--- config.mk ---
export PLATFORM = sky130hd
export DESIGN_NAME = router_output_channel
export DESIGN_NICKNAME = d
export VERILOG_FILES = /design/src/rtl/router_pkg.sv /design/src/rtl/router_vc_slot.sv /design/src/rtl/router_output_channel.sv
export SDC_FILE = /design/constraint.sdc
export NUM_CORES = 1
export LEC_CHECK = 0
export CAP_MARGIN = 20
export CORE_ASPECT_RATIO = 1.5
export CORE_MARGIN = 1.5
export CORE_UTILIZATION = 53
export CTS_CLUSTER_DIAMETER = 150
export CTS_CLUSTER_SIZE = 25
export DETAILED_ROUTE_END_ITERATION = 7
export GPL_TIMING_DRIVEN = 1
export PLACE_DENSITY = 0.79
export SYNTH_ARGS = -nofsm -noshare
export SYNTH_HDL_FRONTEND = slang
export SYNTH_SLANG_ARGS = --single-unit
export TNS_END_PERCENT = 50
--- constraint.sdc ---
create_clock -name clk -period 2.93 [get_ports clk]
set_input_delay 0.293 -clock clk [delete_from_list [all_inputs] [get_ports clk]]
set_output_delay 0.293 -clock clk [all_outputs]
set_load 0.01 [all_outputs]
--- src/rtl/router_pkg.sv ---
// Shared router constants and flit types, imported by the input and output channels.
// A flit value of all zeros means "no flit".
package router_pkg;
  localparam int FLIT_W            = 64;
  localparam int NUM_VC            = 2;
  localparam int AGE_W             = 16;
  localparam int DEFAULT_AGE_LIMIT = 255;

  typedef logic [FLIT_W-1:0] flit_t;
  typedef logic [AGE_W-1:0]  age_t;

  localparam flit_t EMPTY_FLIT = '0;

  function automatic logic is_flit(input flit_t f);
    return f != EMPTY_FLIT;
  endfunction
endpackage

--- src/rtl/router_vc_slot.sv ---
// One virtual-channel slot: a single flit register, its valid bit and a
// saturating age counter that reports when the held flit reaches AGE_LIMIT.
module router_vc_slot
  import router_pkg::*;
#(
  parameter int AGE_LIMIT = DEFAULT_AGE_LIMIT
) (
  input  logic  clk,
  input  logic  reset,
  input  logic  i_load,
  input  flit_t i_data,
  input  logic  i_clear,
  output logic  o_valid,
  output flit_t o_data,
  output logic  o_aged
);
  localparam age_t AGE_MAX = age_t'(AGE_LIMIT);

  logic  r_valid;
  flit_t r_data;
  age_t  r_age;
  age_t  w_age_next;

  // Age restarts on load or clear and only counts while the same flit stays put.
  always_comb begin
    w_age_next = '0;
    if (r_valid && !i_load && !i_clear) begin
      w_age_next = (r_age == AGE_MAX) ? r_age : r_age + age_t'(1);
    end
  end

  always_ff @(posedge clk) begin
    if (reset) begin
      r_valid <= 1'b0;
      r_data  <= EMPTY_FLIT;
      r_age   <= '0;
    end else begin
      r_age <= w_age_next;
      if (i_load) begin
        r_valid <= 1'b1;
        r_data  <= i_data;
      end else if (i_clear) begin
        r_valid <= 1'b0;
        r_data  <= EMPTY_FLIT;
      end
    end
  end

  assign o_valid = r_valid;
  assign o_data  = r_data;
  assign o_aged  = !reset && r_valid && (w_age_next == AGE_MAX);
endmodule

--- src/rtl/router_output_channel.sv ---
// Router output port with two polarity-steered VC slots: the crossbar writes VC[p]
// while the link drains VC[~p], so write and drain never touch the same slot.
module router_output_channel
  import router_pkg::*;
#(
  parameter int AGE_LIMIT = DEFAULT_AGE_LIMIT
) (
  input  logic  clk,
  input  logic  reset,
  input  logic  polarity,
  input  logic  wr_en,
  input  flit_t wr_data,
  output logic  full,
  input  logic  ready_in,
  output logic  send,
  output flit_t data_out,
  output logic  overflow,
  output logic  stall_err
);
  // Handshake: a drain completes at an edge when the drain-side slot holds a flit
  // and ready_in=1; the flit is then presented for exactly one cycle with send=1.

  logic [NUM_VC-1:0] w_valid;
  logic [NUM_VC-1:0] w_aged;
  logic [NUM_VC-1:0] w_load;
  logic [NUM_VC-1:0] w_clear;
  flit_t             w_slot_data [NUM_VC];

  logic  w_wr_sel;
  logic  w_dr_sel;
  logic  w_wr_req;
  logic  w_drain;
  flit_t w_drain_data;

  logic  r_send;
  flit_t r_data_out;
  logic  r_overflow;
  logic  r_stall_err;

  assign w_wr_sel     = polarity;
  assign w_dr_sel     = ~polarity;
  assign w_wr_req     = wr_en && is_flit(wr_data);
  assign w_drain      = w_valid[w_dr_sel] && ready_in;
  assign w_drain_data = w_slot_data[w_dr_sel];

  for (genvar gi = 0; gi < NUM_VC; gi++) begin : g_vc
    assign w_load[gi]  = w_wr_req && (w_wr_sel == 1'(gi)) && !w_valid[gi];
    assign w_clear[gi] = w_drain && (w_dr_sel == 1'(gi));

    router_vc_slot #(
      .AGE_LIMIT(AGE_LIMIT)
    ) u_slot (
      .clk    (clk),
      .reset  (reset),
      .i_load (w_load[gi]),
      .i_data (wr_data),
      .i_clear(w_clear[gi]),
      .o_valid(w_valid[gi]),
      .o_data (w_slot_data[gi]),
      .o_aged (w_aged[gi])
    );
  end

  assign full = !reset && w_valid[w_wr_sel];

  always_ff @(posedge clk) begin
    if (reset) begin
      r_send      <= 1'b0;
      r_data_out  <= EMPTY_FLIT;
      r_overflow  <= 1'b0;
      r_stall_err <= 1'b0;
    end else begin
      r_send      <= w_drain;
      r_data_out  <= w_drain ? w_drain_data : EMPTY_FLIT;
      r_overflow  <= r_overflow | (w_wr_req && w_valid[w_wr_sel]);
      r_stall_err <= r_stall_err | (|w_aged);
    end
  end

  assign send      = r_send;
  assign data_out  = r_data_out;
  assign overflow  = r_overflow;
  assign stall_err = r_stall_err;
endmodule

==> results.json <==
{
  "cts_hold_buf": 0,
  "finalSetupViolCount": 0,
  "hold_viol_final": 0,
  "worstPathMaxFanout": 5,
  "max_freq_ghz": 0.386,
  "holdPathStages": 2,
  "nFillCells": 1299,
  "leakagePower_nw": 3.86,
  "vias_per_cell": 5.80,
  "grt_pass1_wl_um": 33300,
  "wl_met1_um": 8480,
  "worstSetupPathType": "reg2reg",
  "ant_nets": 0,
  "cap_violations": 0,
  "cts_setup_buffers": 0,
  "finalWorstSetupSlack_ps": 338,
  "startpoint_type": "flip-flop",
  "vias": 7050,
  "dpl_worst_slack_ps": 69.0,
  "multi_input_area_mm2": 0.00369,
  "yosys.area_share.simple_pct": 17.4,
  "crit_path_end_kind": "flip-flop",
  "synthMuxAreaShare_pct": 8.08,
  "wirelength_um": 20400,
  "routed-wl-met3_um": 1160,
  "ff2ff_setup_slack_ps": 340,
  "cts_tree": "done",
  "drt_iter0_drc": 432,
  "routed.top_layer": "met4",
  "gp_congestion": 0.878,
  "area_growth_pct": 22.7,
  "setup_tns_ps": 0,
  "slowest_delay_ps": 510,
  "cts-htree-levels": 1,
  "post-dp-hpwl_um": 13400,
  "drive_gt1_share_pct": 6.12,
  "post_cts.resized_instances": 0,
  "ys_ff_latch": 229,
  "synth_area_leaders": "dfxtp_1 (53%), a22oi_1 (11%), nor2_1 (10%), mux2i_1 (7.8%), clkbuf_1 (1.5%)",
  "worstPathRequired_ps": 3350,
  "rr_endpoint": "stall_err$_SDFF_PP0_",
  "drc": 0,
  "portBuffers": 136,
  "gr-usage-all-layers_pct": 23.7,
  "worstPathCellList": "ha_1 -> nand2_1 -> or3_2 -> o21ai_0 -> xor2_1 -> nor4_1 -> or4b_1 -> nand3_1",
  "cp.arrival_ps": 3010,
  "clk_path_buf_depth": 3,
  "grt.overflow.total": 0,
  "peakVddDrop_v": 0.000482,
  "final_common_cell": "nor2_1",
  "ios": 137,
  "hold_class": "in2reg",
  "antenna_cells": 0,
  "yosys_warnings": 0,
  "yosysTopAreaCell": "dfxtp_1",
  "clkSlewWorstSetupHoldPaths_ps": 100,
  "worst_slew_pin_slew_ps": 674,
  "regArea_mm2": 0.00458,
  "min-delay-start": "reset",
  "cts_sinks": 229,
  "dpl.cell_count": 1201,
  "r2r_cells": 8,
  "cp_slowest_cell": "or4b_1",
  "rows": 56,
  "start_util_pct": 54.4,
  "layout.nets": 1084,
  "fp.dieW_um": 107,
  "ys_seq_area_share_pct": 53.4,
  "grt_max_degree": 64,
  "synth_xor_area_share_pct": 2.35,
  "period_needed_ps": 2590,
  "grt_pass1_vias": 6804,
  "clock_skew_ps": 14.6,
  "p_total_mw": 5.60,
  "yosysUniqueCellTypes": 51,
  "syn_avg_cell_area_um2": 9.54,
  "dieHeight_um": 159,
  "cts_buffers": 13,
  "dr_wl_met2_um": 10200,
  "status": "finished, final reports clean",
  "synth_compound_area_share_pct": 14.8,
  "antenna_found_initial": 0,
  "synth_top_area_share_pct": 53.4,
  "regToRegStartpoint": "g_vc[0].u_slot.r_age[0]$_SDFF_PP0_",
  "holdPathEnd": "g_vc[0].u_slot.o_data[59]$_SDFFE_PP0P_",
  "most-common-layout-cells": "nor2_1 (230), dfxtp_1 (229), clkdlybuf4s50_1 (134), a22oi_1 (129), mux2i_1 (67)",
  "finalNonFillerCells": 1216,
  "synth_cells": 899,
  "rsz0062_at_grt": "false",
  "slew_violations": 0,
  "synth_top_family_by_area": "simple AND/OR/NAND/NOR gates",
  "die_area_mm2": 0.0170,
  "min_period_over_period_pct": 88.5,
  "core_mm2": 0.0158,
  "power_density_mw_per_mm2": 532,
  "cts_root_buffer": "clkbuf_16",
  "dr.pass1.iters": 5,
  "slew_headroom_pct": 54.7,
  "synth_nets": 970,
  "insertion_delay_ps": 470,
  "routedWlPerCell_um": 16.8,
  "syn_area_mm2": 0.00858,
  "synthAdderAreaFrac_pct": 0.292
}
-- worst max-delay path: cells and delay by family, from the launching register on --
family,cells,cell delay (ps)
AOI/OAI and AO/OA,1,230
DFF,1,400
and+or+nand+nor,5,1510
adders and majority gates,1,290
xor gates and xnor gates,1,120
-- synth_stat cells (all sizes together) --
library cell and instances:
nor3 18, o21ai 5, xnor2 11, nand3b 2
o31a 1, nor3b 2, buf 28, clkbuf 35
o41ai 1, dfxtp 229, nor2 231, nand2b 4
a31oi 5, and4 1, nand4 9, or2 6
a221oi 1, nand2 18, o21bai 1, a21boi 1
and3 6, o31ai 2, ha 2, o2111ai 2
nand3 17, a21oi 13, a22o 1, a22oi 129
o21a 1, a41oi 1, or4b 1, a211oi 1
nor2b 1, xor2 12, mux2i 67, nor4 19
o32a 1, inv 5, nand4b 1, or3 3
mux2 2, o211ai 3
-- cells by family after synthesis --
logic type	count (synthesis)
compound gates	169
xor+xnor	23
fa+ha+maj	2
buf+inv	68
flops	229
mux	69
simple gates	339
-- flip-flops by register name, indices dropped and copies added, names as in the netlist --
signal	flops
g_vc.u_slot.o_data	128
send	1
stall_err	1
data_out	64
overflow	1
g_vc.u_slot.r_age	32
g_vc.u_slot.o_valid	2
-- report_power, final --
part	internal [mW]	switching [mW]
sequential	3.20	0.0502
clock	0.828	0.993
combinational	0.247	0.285
-- worst max path at each step --
| stage | from | endpoint | slack (ps) |
|---|---|---|---|
| finish | g_vc[0].u_slot.r_age[0]$_SDFF_PP0_ | stall_err$_SDFF_PP0_ | 340 |
| global route | g_vc[0].u_slot.r_age[0]$_SDFF_PP0_ | stall_err$_SDFF_PP0_ | 200 |
| CTS | g_vc[0].u_slot.r_age[0]$_SDFF_PP0_ | stall_err$_SDFF_PP0_ | 340 |
| detailed placement | wr_data[21] | g_vc[0].u_slot.o_data[4]$_SDFFE_PP0P_ | 70 |
| global placement | wr_data[53] | g_vc[0].u_slot.o_data[35]$_SDFFE_PP0P_ | 130 |
| floorplan | g_vc[0].u_slot.r_age[0]$_SDFF_PP0_ | stall_err$_SDFF_PP0_ | 480 |
-- per-layer routing --
layer	global-route usage (%)	up-vias
met2	40.7	248
li1	-	3391
met4	8.61	0
met1	30.5	3371
met3	2.50	40
met5	0	-
-- layout make-up --
| type | count | area share (%) |
|---|---|---|
| Clock buffer | 13 | 3.09 |
| Clock inverter | 2 | 0.368 |
| Inverter | 5 | 0.178 |
| Multi-Input combinational cell | 602 | 35.1 |
| Sequential cell | 229 | 43.5 |
| Tap cell | 203 | 2.41 |
| Timing Repair Buffer | 162 | 15.3 |
-- metrics by stage --
step           util [%]  area, µm²  hold WS (ps)
4_1_cts            66.8      10500           118
3_5_place_dp       64.5      10200           479
6_report           66.8      10500           132
5_1_grt            66.8      10500           126
3_3_place_gp       64.5      10200           472
2_1_floorplan         -       8580           446
Power figures use the tool's default switching activity.
